<file path="config.mk">
export PLATFORM = sky130hd
export DESIGN_NAME = poly_sched_flat
export DESIGN_NICKNAME = d
export VERILOG_FILES = /design/src/rtl/poly_sched_if.sv /design/src/rtl/poly_sched.sv /design/src/flat_wrapper.sv
export SDC_FILE = /design/constraint.sdc
export NUM_CORES = 1
export LEC_CHECK = 0
export BUFFER_PORTS_ARGS = -buffer_cell sky130_fd_sc_hd__buf_2
export CAP_MARGIN = 20
export CELL_PAD_IN_SITES_DETAIL_PLACEMENT = 1
export CELL_PAD_IN_SITES_GLOBAL_PLACEMENT = 2
export CORE_ASPECT_RATIO = 1.1
export CORE_MARGIN = 5
export CORE_UTILIZATION = 37
export DETAILED_ROUTE_END_ITERATION = 10
export PLACE_DENSITY = 0.9
export SETUP_SLACK_MARGIN = 0.3
export SYNTH_ARGS = -nofsm -noshare
export SYNTH_HDL_FRONTEND = slang
export SYNTH_SLANG_ARGS = --single-unit
</file>
<file path="constraint.sdc">
create_clock -name clk -period 11.52 [get_ports clk]
set_clock_uncertainty 0.15 [all_clocks]
set_input_delay 2.304 -clock clk [delete_from_list [all_inputs] [get_ports clk]]
set_output_delay 2.304 -clock clk [all_outputs]
set_load 0.02 [all_outputs]
</file>
<file path="src/rtl/poly_sched_if.sv">
// Requester-side bus of the shared polynomial evaluator.
// Two requesters, each with req/coef in and ack/done out.
interface poly_sched_if;
  logic        req0;
  logic        req1;
  logic [31:0] coef0;
  logic [31:0] coef1;
  logic        ack0;
  logic        ack1;
  logic        done0;
  logic        done1;
  logic [7:0]  result;
  logic        busy;

  modport master (
    output req0, req1, coef0, coef1,
    input  ack0, ack1, done0, done1, result, busy
  );

  modport slave (
    input  req0, req1, coef0, coef1,
    output ack0, ack1, done0, done1, result, busy
  );
endinterface

</file>
<file path="src/rtl/poly_sched.sv">
// Two-requester scheduler for a*x^2+b*x+c on one shared 8-bit ALU.
// POLY_SCHED_FIXED_PRIO_EN: req0 always wins ties (no last_grant).
module poly_sched (
  input logic        clk,
  input logic        reset,
  poly_sched_if.slave bus
);

  typedef enum logic [2:0] {
    S_IDLE,
    S_MUL1,
    S_ADD1,
    S_MUL2,
    S_ADD2,
    S_DONE
  } state_t;

  state_t      state;
  logic [7:0]  a, b, c, x;
  logic [7:0]  acc;
  logic [7:0]  result;
  logic        owner;
  logic        ack0, ack1;
  logic        done0, done1;
  logic        busy;
`ifndef POLY_SCHED_FIXED_PRIO_EN
  logic        last_grant;
`endif

  logic        any_req;
  logic        win;
  logic [31:0] sel_coef;
  logic [7:0]  op_a, op_b;
  logic        op_mul;
  logic [15:0] prod;
  logic [7:0]  alu_y;

  // Pick a winner among the active requesters.
  always_comb begin
    any_req = bus.req0 | bus.req1;
`ifdef POLY_SCHED_FIXED_PRIO_EN
    win = ~bus.req0;
`else
    if (bus.req0 && bus.req1)
      win = ~last_grant;
    else
      win = ~bus.req0;
`endif
    sel_coef = win ? bus.coef1 : bus.coef0;
  end

  // Operand steering for the single shared add/multiply unit.
  always_comb begin
    op_a   = acc;
    op_b   = b;
    op_mul = 1'b0;
    case (state)
      S_MUL1: begin
        op_a   = a;
        op_b   = x;
        op_mul = 1'b1;
      end
      S_ADD1: op_b = b;
      S_MUL2: begin
        op_b   = x;
        op_mul = 1'b1;
      end
      S_ADD2: op_b = c;
      default: op_b = b;
    endcase
  end

  assign prod  = {8'd0, op_a} * {8'd0, op_b};
  assign alu_y = op_mul ? prod[7:0] : op_a + op_b;

  // Sequencer: capture, four ALU steps, done, back to idle.
  always_ff @(posedge clk or posedge reset) begin
    if (reset) begin
      state  <= S_IDLE;
      a      <= '0;
      b      <= '0;
      c      <= '0;
      x      <= '0;
      acc    <= '0;
      result <= '0;
      owner  <= 1'b0;
      ack0   <= 1'b0;
      ack1   <= 1'b0;
      done0  <= 1'b0;
      done1  <= 1'b0;
      busy   <= 1'b0;
`ifndef POLY_SCHED_FIXED_PRIO_EN
      last_grant <= 1'b1;
`endif
    end else begin
      ack0  <= 1'b0;
      ack1  <= 1'b0;
      done0 <= 1'b0;
      done1 <= 1'b0;
      case (state)
        S_IDLE: begin
          if (any_req) begin
            {a, b, c, x} <= sel_coef;
            owner <= win;
            ack0  <= ~win;
            ack1  <= win;
            busy  <= 1'b1;
`ifndef POLY_SCHED_FIXED_PRIO_EN
            last_grant <= win;
`endif
            state <= S_MUL1;
          end
        end
        S_MUL1: begin
          acc   <= alu_y;
          state <= S_ADD1;
        end
        S_ADD1: begin
          acc   <= alu_y;
          state <= S_MUL2;
        end
        S_MUL2: begin
          acc   <= alu_y;
          state <= S_ADD2;
        end
        S_ADD2: begin
          result <= alu_y;
          done0  <= ~owner;
          done1  <= owner;
          state  <= S_DONE;
        end
        S_DONE: begin
          busy  <= 1'b0;
          state <= S_IDLE;
        end
        default: begin
          busy  <= 1'b0;
          state <= S_IDLE;
        end
      endcase
    end
  end

  assign bus.ack0   = ack0;
  assign bus.ack1   = ack1;
  assign bus.done0  = done0;
  assign bus.done1  = done1;
  assign bus.result = result;
  assign bus.busy   = busy;

endmodule

</file>
<file path="src/flat_wrapper.sv">
// flat-port wrapper written by rule: the top's interface ports become plain ports
module poly_sched_flat 
  (clk, reset, bus_req0, bus_req1, bus_coef0, bus_coef1, bus_ack0, bus_ack1, bus_done0, bus_done1, bus_result, bus_busy);
  poly_sched_if bus_i ();
  input logic clk;
  input logic reset;
  input wire logic [$bits(bus_i.req0)-1:0] bus_req0;
  input wire logic [$bits(bus_i.req1)-1:0] bus_req1;
  input wire logic [$bits(bus_i.coef0)-1:0] bus_coef0;
  input wire logic [$bits(bus_i.coef1)-1:0] bus_coef1;
  output wire logic [$bits(bus_i.ack0)-1:0] bus_ack0;
  output wire logic [$bits(bus_i.ack1)-1:0] bus_ack1;
  output wire logic [$bits(bus_i.done0)-1:0] bus_done0;
  output wire logic [$bits(bus_i.done1)-1:0] bus_done1;
  output wire logic [$bits(bus_i.result)-1:0] bus_result;
  output wire logic [$bits(bus_i.busy)-1:0] bus_busy;
  assign bus_i.req0 = bus_req0;
  assign bus_i.req1 = bus_req1;
  assign bus_i.coef0 = bus_coef0;
  assign bus_i.coef1 = bus_coef1;
  assign bus_ack0 = bus_i.ack0;
  assign bus_ack1 = bus_i.ack1;
  assign bus_done0 = bus_i.done0;
  assign bus_done1 = bus_i.done1;
  assign bus_result = bus_i.result;
  assign bus_busy = bus_i.busy;
  poly_sched u_core (.clk(clk), .reset(reset), .bus(bus_i));
endmodule
</file>
* Word-level counts from Yosys, hierarchy flattened
Cells that the tools add are included.
** Operators by class
- $add $sub $neg :: 1
- $mul :: 1
- Equality and inequality tests :: 5
- Mux-type cells :: 16
- Bitwise gates (word level) :: 6
- Reduce and logical (&&, ||, !) cells :: 7
** Operators with widths (count)
- $mux 32 :: 1
- $mux 8 :: 2
- $pmux 8 s2 :: 1
- $pmux 3 s5 :: 1
- $mux 1 :: 9
- $add 8x8->8 :: 1
- $mul 8x8->8 :: 1
- $eq 3x2->1 const B :: 2
- $not 1->1 :: 5
- $reduce_and 2->1 :: 2
- $reduce_or 4->1 :: 1
- $eq 3x1->1 const B :: 1
- $eq 3x3->1 const B :: 1
- $logic_not 3->1 :: 1
- $mux 3 :: 1
- $reduce_or 3->1 :: 1
- $ne 2x1->1 const B :: 1
- $pmux 1 s2 :: 1
- $reduce_or 2->1 :: 1
- $logic_and 1x1->1 :: 1
- $or 1x1->1 :: 1
** Storage, ports and cells
- Register bits after elaboration :: 58
- Output and inout bits :: 13
- Word-level logic and storage cells :: 50

* Logic depth before layout (Yosys ltp)
Gate-level depths: netlist of the first run.
- Depth in word-level cells :: 5
- Depth in mapped cells :: 22

* Least setup slack after synthesis of the first run
OpenSTA, ideal clock, no wires.
- Path type :: register -> register
- Start :: register u_core.state[1]
- End :: register u_core.acc[7]
- Library setup time :: 124 ps
- Arrival :: 4943 ps
- Required time :: 11246 ps
- Path slack :: 6303 ps
- Cell stages (with the launch flop) :: 23
- Path buffers :: 2
- Period minus slack after synthesis :: 5217 ps
- Cell sequence :: dfrtp_1 > buf_6 > nor2_4 > buf_6 > mux2i_1 > a21o_1 > inv_1 > ha_1 > inv_1 > fa_1 > inv_1 > fa_1 > ha_1 > inv_1 > fa_1 > inv_1 > ha_1 > a21o_1 > a21oi_1 > xnor2_4 > xnor3_1 > a32o_1 > a211o_1
** Between the ends
- Longest elaborated chain between the ends :: 5
- Elaborated cells between the ends (all ways) :: 12
- Those cells by class :: add/sub: 1; mul: 1; eq/ne: 4; mux: 4; reduce/logical: 2
** RTL lines
- start, declared :: line poly_sched.sv:18 : state_t state;
- start signal, assigned :: line poly_sched.sv:79 : state <= S_IDLE;
- start signal, assigned :: line poly_sched.sv:111 : state <= S_MUL1;
- start signal, assigned :: line poly_sched.sv:116 : state <= S_ADD1;
- $eq 3x1->1 or $eq 3x2->1 (tied branches) :: line poly_sched.sv:57, poly_sched.sv:100
- $reduce_or 2->1 (no line)
- $pmux 8 s2 :: line poly_sched.sv:57 : case (state)
- $mul 8x8->8 or $add 8x8->8 (tied branches) :: line poly_sched.sv:73, poly_sched.sv:74
- $mux 8 :: line poly_sched.sv:74 : assign alu_y = op_mul ? prod[7:0] : op_a + op_b;
- end signal, assigned :: line poly_sched.sv:115 : acc <= alu_y;
- end signal, assigned :: line poly_sched.sv:119 : acc <= alu_y;
- end signal, assigned :: line poly_sched.sv:123 : acc <= alu_y;
- end, declared :: line poly_sched.sv:20 : logic [7:0] acc;
Several ways; a longest one is shown, not always the timed one.
A chain may end at the register's enable or synchronous reset.

* Final worst setup path of the first run
- Start :: register u_core.state[2]
- End :: register u_core.acc[7]
The elaborated chain is that of the path after synthesis.

==> results_dict.tcl, run 1 <==
set metrics [dict create \
    status "finished, final reports clean" \
    ys_types 48 \
    htreeDepth 3 \
    cts.clk_slew.worst_paths_ns 0.06 \
    hold_viol 0 \
    grt_pass1_vias 3792 \
    yosysSeqAreaShare 0.3517 \
    avgViaCountPerCell 5.087 \
    cts_root_buf "clkbuf_16" \
    multi_input_comb_area_mm2 0.002364 \
    drt_wl_total_um 11380 \
    critPathMaxFanout 32 \
    finalCriticalPeriod_ns 6.350 \
    relSlewSlack 0.3139 \
    cts_setup_buffers 0 \
    grt-ovfl-total 0 \
    endpoint "u_core.acc[7]" \
    yosys_register_bits 58 \
    insertion_delay_ns 0.33 \
    maxCapViolations 0 \
    synth_area_mm2 0.004130 \
    cp-end-kind "flop" \
    fmax_ghz 0.1575 \
    drt-wirelength-per-cell_um 17.12 \
    cts_hold_buf 0 \
    io-pin-count 81 \
    dp_hpwl_um 8678 \
    syn_inst 443 \
    drt_iter0_drc 110 \
    grt_pass1_wl_um 19400 \
    maxSlewViolCount 0 \
    start_util 0.3786 \
    layout.cells.most_common "buf_2" \
    cp.arrival_ns 6.42 \
    grt_usage 0.1831 \
    avgSynthCellArea_um2 9.323 \
    diodes 0 \
    nets 617 \
    layout.area.seq_mm2 0.001453 \
    critPathLaunchType "flop" \
    yosysWarnings 0 \
    path_buf_inv 5 \
    antenna_found_initial 0 \
    layout-drive-gt1-share 0.2259 \
    critPathSlowestCell "nor3b_2" \
    critical_path_cell_count 19 \
    grt_max_degree 68 \
    crit_family "adder cells" \
    detail-route-antenna-nets 0 \
    finalCritPeriodShare 0.5512 \
    areaGrowthSynthToFinish_pct 19.02 \
    critPathMaxStageDelay_ns 0.85 \
    core.rowCount 40 \
    num-fill-cells 1339 \
    critical_path.startpoint "u_core.state[2]" \
    die-area_mm2 0.01338 \
    syn-num-nets 547 \
    numClockSinks 58 \
    drc 0 \
    r2r_cells 19 \
    via_count 3383 \
    cp_common_cell "inv_1" \
    holdCritPathClass "flop to flop" \
    post_cts_resize_count 0 \
    async_reset_ff_frac 1.000 \
    final_cell_mix "buf_2 (80), dfrtp_1 (57), nor2_1 (56), inv_1 (45), mux2i_1 (45)" \
    rsz0062_at_grt "false" \
    synth_edf_count 0 \
    gp_congestion 0.8515 \
    setup_violations 0 \
    r2r-end "u_core.acc[7]" \
    die_h_um 120.8 \
    tns_ns 0 \
    required_ns 11.59 \
    core_area_mm2 0.01091 \
    cts_made_buffers 9 \
    ys.flop_type "dfrtp_1" \
    cts_buffer_depth 2 \
    cts_tree "done" \
    path_class "flop to flop" \
    ff2ff_setup_slack_ns 5.17 \
    timing.rr.start "u_core.state[2]" \
    path_cells "nor3b_2 -> mux2i_1 -> inv_1 -> ha_1 -> inv_1 -> fa_1 -> inv_1 -> fa_1 -> ha_1 -> inv_1 -> fa_1 -> inv_1 -> ha_1 -> a21o_1 -> a21oi_1 -> xnor2_4 -> xnor3_1 -> a32o_1 -> a211o_1" \
    tightest_slew_ns 1.029 \
    die_width_um 110.7 \
    io_buffers 80 \
    first_pass_iters 4 \
]
cell usage after synthesis (3+ instances only):
cell	n	area, um2
buf_6	5	56.30
o21ai_0	14	70.07
a21o_1	7	52.55
fa_1	13	260.3
a211oi_1	9	67.56
inv_1	46	172.7
ha_1	23	287.8
mux2i_1	45	450.4
dfrtp_1	57	1426
nor2_1	57	214.0
nand2_1	36	135.1
xnor2_1	12	105.1
clkbuf_1	9	33.78
and2_1	3	18.77
a21oi_1	44	220.2
o21ai_1	4	20.02
nor2b_1	7	43.79
mux2_2	4	45.04
nor3_1	4	20.02
buf_1	5	18.77
sequential cells by signal, indices dropped and copies added, names as in the netlist:
signal and flops:
u_core.bus.busy 1, u_core.bus.ack1 1, u_core.owner 1, u_core.b 8, u_core.a 8, u_core.bus.result 8
u_core.acc 8, u_core.state 3, u_core.last_grant 1, u_core.bus.done1 1, u_core.c 8, u_core.bus.done0 1
u_core.x 8, u_core.bus.ack0 1
layer usage:
metal	vias to the layer above	wire, um	track usage
met5	-	0	0
met4	0	312	0.07852
met3	23	458	0.03754
met2	81	5772	0.3171
met1	1654	4838	0.2211
li1	1625	-	-
cell type report:
class	count	area share
clock buffer	11	0.05141
clock inverter	5	0.01247
inverter	47	0.03640
multi-input combinational	314	0.4808
sequential	58	0.2955
tap	147	0.03741
timing repair buffer	83	0.08603
logic make-up (layout without fill, tap and decap cells):
logic type,after synthesis,after routing,synth area share
buffers and inverters,71,146,0.08058
XOR/XNOR,17,17,0.04726
AO/OA/AOI/OAI,95,95,0.1409
flip-flops,58,58,0.3517
multiplexers,50,50,0.1236
adder cells (fa/ha/maj),36,36,0.1327
AND/OR/NAND/NOR,116,116,0.1233
metrics by stage:
step	utilization	hold slack, ns	cell area, um2	cells	setup slack [ns]
5_1_grt	0.4506	0.3160	4916	665	4.765
2_1_floorplan	-	0.2532	4130	443	6.303
3_5_place_dp	0.4218	0.2878	4602	649	5.172
4_1_cts	0.4506	0.3048	4916	665	5.173
3_3_place_gp	0.4218	0.2606	4602	649	5.375
6_report	0.4506	0.2983	4916	665	5.170
worst min path at each step:
| stage | startpoint | to | depth (start not counted) |
|---|---|---|---|
| after global placement | u_core.owner | u_core.bus.done0 | 1 |
| after floorplan | u_core.owner | u_core.bus.done0 | 1 |
| after detailed placement | u_core.owner | u_core.bus.done0 | 1 |
| after global routing | u_core.owner | u_core.bus.done0 | 1 |
| final | u_core.owner | u_core.bus.done0 | 1 |
| after CTS | u_core.owner | u_core.bus.done0 | 1 |
Power of run 1 is not shown: default switching activity piles up to over one toggle a cycle in this logic, so the estimate is an artifact.
==> run 2, diff against run 1 <==
- CORE_UTILIZATION: 37 -> 31
- PLACE_DENSITY: 0.9 -> 0.81
- clock period: 11.52 -> 5.45 ns (I/O delays scaled with it)
==> results_dict.tcl, run 2 (synthesis results as in run 1) <==
set metrics [dict create \
    layout.cells.most_common "buf_2" \
    dp_hpwl_um 9071 \
    nets 640 \
    cts.clk_slew.worst_paths_ns 0.05 \
    fin_area_mm2 0.005276 \
    num-fill-cells 1530 \
    tightest_slew_ns 0.7663 \
    core_area_mm2 0.01316 \
    avgViaCountPerCell 4.803 \
    die_h_um 131.1 \
    io_buffers 80 \
    final_cell_mix "buf_2 (80), nor2_1 (55), dfrtp_1 (54), a21oi_1 (42), mux2i_1 (41)" \
    drt_iter0_drc 79 \
    status "finished, final reports clean" \
    required_ns 5.51 \
    wl_met1_um 5276 \
    first_pass_iters 4 \
    areaGrowthSynthToFinish_pct 27.75 \
    hold_viol 0 \
    maxCapViolations 0 \
    insertion_delay_ns 0.33 \
    cts_root_buf "clkbuf_16" \
    wl_met2_um 5720 \
    grt-ovfl-total 0 \
    numClockSinks 58 \
    cts_buffer_depth 2 \
    fin_ws_ns 0.4670 \
    final_cell_count_no_fill 702 \
    gp_congestion 0.8491 \
    grt_usage 0.1566 \
    drt-wirelength-per-cell_um 16.52 \
    grt_pass1_vias 3695 \
    relSlewSlack 0.4879 \
    cp.arrival_ns 5.05 \
    cts_made_buffers 9 \
    dp_cells 677 \
    highest_layer "met4" \
    grt_pass1_wl_um 19100 \
    start_util 0.3139 \
    detail-route-antenna-nets 0 \
    critPathMaxFanout 6 \
    die-area_mm2 0.01573 \
    path_class "flop to flop" \
    ff2ff_setup_slack_ns 0.47 \
    rsz0062_at_grt "false" \
    setup_violations 0 \
    dp_slack_ns -0.01549 \
    cp-end-kind "flop" \
    layout-drive-gt1-share 0.3013 \
    finalCritPeriodShare 0.9143 \
    antenna_found_initial 0 \
    cts_tree "done" \
    finalCriticalPeriod_ns 4.983 \
    fmax_ghz 0.2007 \
    dr_wl_met3_um 383 \
    core.rowCount 44 \
    die_width_um 120.1 \
    holdCritPathClass "flop to flop" \
    via_count 3372 \
    grt_max_degree 59 \
    io-pin-count 81 \
    htreeDepth 3 \
    critPathLaunchType "flop" \
    drt_wl_total_um 11590 \
    placed_cell_area_mm2 0.004728 \
    maxSlewViolCount 0 \
    cts_hold_buf 0 \
    drc 0 \
    diodes 0 \
]
-- run 2: cell types whose count changed in the layout (fill, tap and decap cells not counted), sizes merged --
cell    delta
buf       +23
clkbuf     +3
clkinv     -3
bufinv     +1
inv        -1
-- run 2: worst max-delay path: stages (launching register included) --
cell     delay [ns]
dfrtp_2        0.46
nor3b_4        0.21
buf_6          0.16
mux2i_2        0.28
inv_1          0.15
ha_4           0.19
inv_1          0.07
fa_1           0.19
inv_2          0.04
fa_1           0.47
ha_1           0.29
inv_1          0.05
fa_1           0.53
inv_1          0.07
ha_4           0.25
a21o_1         0.20
a21oi_4        0.21
xnor2_4        0.14
xnor3_1        0.25
a32o_1         0.27
a211o_1        0.23
-- run 2: stage by stage --
stage,hold slack [ns],setup TNS (ns),utilization
after global routing,0.3150,0,0.4010
after global placement,0.2627,0,0.3594
after detailed placement,0.2776,-0.01549,0.3594
after CTS,0.2868,0,0.3893
final,0.2805,0,0.4010
after floorplan,0.2532,0,-
-- run 2: worst paths after layout --
path | start | end | depth (start not counted)
max reg2reg | u_core.state[0] | u_core.acc[7] | 20
min | u_core.owner | u_core.bus.done0 | 1
max in group asynchronous | reset | u_core.state[1] | 3
max | u_core.state[0] | u_core.acc[7] | 20
min reg2reg | u_core.owner | u_core.bus.done0 | 1
min in group asynchronous | reset | u_core.a[1] | 3
-- run 2: area by class of cell --
| type | instances | area, um2 | area share |
|---|---|---|---|
| sequential | 58 | 1456 | 0.2760 |
| clock buffer | 14 | 274.0 | 0.05193 |
| clock inverter | 2 | 60.06 | 0.01138 |
| inverter | 47 | 178.9 | 0.03391 |
| multi-input combinational | 314 | 2495 | 0.4728 |
| timing repair buffer | 106 | 610.6 | 0.1157 |
| tap | 161 | 201.4 | 0.03818 |
-- run 2: metal layers --
layer | vias up | global-route usage
met2 | 71 | 0.2685
li1 | 1669 | -
met5 | - | 0
met1 | 1618 | 0.1995
met4 | 0 | 0.05121
met3 | 14 | 0.03176
-- run 2: repair_timing --
action                     4_1_cts  5_1_grt
setup endpoints to repair        1        1
buffers inserted                 3        6
resized for setup                9       24
pin swaps                        4       14
cloned                           0        0
Power of run 2 is left out for the same reason.
==> run 3, diff against run 2 <==
- CORE_UTILIZATION: 31 -> 34
- PLACE_DENSITY: 0.81 -> 0.84
- RECOVER_POWER: default -> 25
- clock period: 5.45 -> 5.4 ns (I/O delays scaled with it)
==> results_dict.tcl, run 3 (synthesis results as in run 1) <==
set metrics [dict create \
    first_pass_iters 4 \
    critPathMaxFanout 5 \
    numClockSinks 58 \
    htreeDepth 3 \
    cts_tree "done" \
    grt-ovfl-total 0 \
    start_util 0.3447 \
    required_ns 5.47 \
    hold_viol 0 \
    die_h_um 125.6 \
    grt_pass1_vias 3764 \
    cts_buffer_depth 2 \
    setup_violations 0 \
    fmax_ghz 0.2034 \
    violations "max-capacitance violations, max-slew violations" \
    path_class "flop to flop" \
    die_width_um 115.1 \
    layout.cells.most_common "buf_2" \
    relSlewSlack -1.168 \
    finalCriticalPeriod_ns 4.917 \
    avgViaCountPerCell 4.945 \
    cp-end-kind "flop" \
    maxCapViolations 1 \
    core.rowCount 42 \
    dp_hpwl_um 9144 \
    layout-drive-gt1-share 0.2833 \
    drc 0 \
    grt_util_met2 0.2916 \
    drt_wl_total_um 11620 \
    gp_congestion 0.8823 \
    diodes 0 \
    grt_usage 0.1725 \
    via_count 3432 \
    cts.clk_slew.worst_paths_ns 0.06 \
    tns_ns 0 \
    tightest_slew_ns 3.253 \
    holdCritPathClass "flop to flop" \
    top_usage_layer "met2" \
    maxSlewViolCount 59 \
    grt_use_met3 0.03577 \
    met1_usage 0.2173 \
    cts_root_buf "clkbuf_16" \
    drt_iter0_drc 113 \
    detail-route-antenna-nets 0 \
    io_buffers 80 \
    grt_max_degree 59 \
    drt-wirelength-per-cell_um 16.74 \
    areaGrowthSynthToFinish_pct 25.96 \
    nets 639 \
    status "finished, violations left" \
    core_area_mm2 0.01198 \
    die-area_mm2 0.01445 \
    finalCritPeriodShare 0.9105 \
    rsz0062_at_grt "false" \
    grt_pass1_wl_um 19440 \
    io-pin-count 81 \
    cts_made_buffers 9 \
    final_cell_mix "buf_2 (79), nor2_1 (55), dfrtp_1 (55), mux2i_1 (45), a21oi_1 (42)" \
    insertion_delay_ns 0.33 \
    critPathLaunchType "flop" \
    cp.arrival_ns 4.98 \
    antenna_found_initial 0 \
]
## run 3: changes by cell type in the layout (fill, tap and decap cells not counted), sizes merged
| cell | previous run | this run |
|---|---|---|
| clkinvlp | 0 | 2 |
| clkinv | 0 | 1 |
| clkbuf | 14 | 11 |
| inv | 47 | 49 |
| buf | 106 | 103 |
## run 3: area by class of cell
cell class              count  area, um2
fillers                  1411       6779
repair buffers            105      599.3
clock buffers               9      225.2
flip-flops and latches     58       1455
well taps                 154      192.7
clock inverters             7      101.3
multi-input cells         314       2450
inverters                  47      178.9
## run 3: through the flow
stage / util / std cells / setup WS (ns) / hold slack, ns / instance area [um2]
global route: 0.4342 / 694 / 0.2588 / 0.3192 / 5202
finish: 0.4342 / 694 / 0.4833 / 0.2899 / 5202
CTS: 0.4274 / 691 / 0.3241 / 0.2953 / 5121
global placement: 0.3952 / 671 / 0.1291 / 0.2601 / 4735
detailed placement: 0.3952 / 671 / 0.02681 / 0.2854 / 4735
floorplan: - / 443 / 0.3100 / 0.2532 / 4141
## run 3: final timing paths
kind / start / endpoint / slack (ns) / depth (start not counted)
worst max register to register: u_core.state[1] / u_core.acc[7] / 0.48 / 19
max in group asynchronous: reset / u_core.state[0] / 1.19 / 3
worst min-delay path: u_core.owner / u_core.bus.done0 / 0.29 / 1
min in group asynchronous: reset / u_core.bus.ack1 / 1.85 / 3
worst min register to register: u_core.owner / u_core.bus.done0 / 0.29 / 1
worst max-delay path: u_core.state[1] / u_core.acc[7] / 0.48 / 19
## run 3: routing by layer
metal,share of wire,vias to the layer above
met1,0.43,1665
met4,0.023,0
met2,0.51,81
li1,-,1669
met3,0.042,17
met5,0,-
## run 3: what timing repair did
| action | in CTS | in global routing |
|---|---|---|
| cloned | 0 | 0 |
| endpoints found under the setup margin | 1 | 1 |
| buffers inserted | 4 | 3 |
| pin swaps | 4 | 7 |
| gates resized for setup | 5 | 15 |
| hold buffers | 0 | 0 |
## run 3: worst max-delay path, stage by stage (launching register included)
cell and delay (ns):
dfrtp_1 0.47, nor3b_4 0.37, mux2i_1 0.16, inv_2 0.13
ha_4 0.15, inv_1 0.05, fa_1 0.43, inv_2 0.07
fa_1 0.39, ha_1 0.29, inv_1 0.05, fa_1 0.54
inv_1 0.07, ha_4 0.25, a21o_1 0.20, a21oi_4 0.17
xnor2_4 0.13, xnor3_1 0.25, a32o_1 0.25, a211o_1 0.22
Power of run 3 is left out for the same reason.
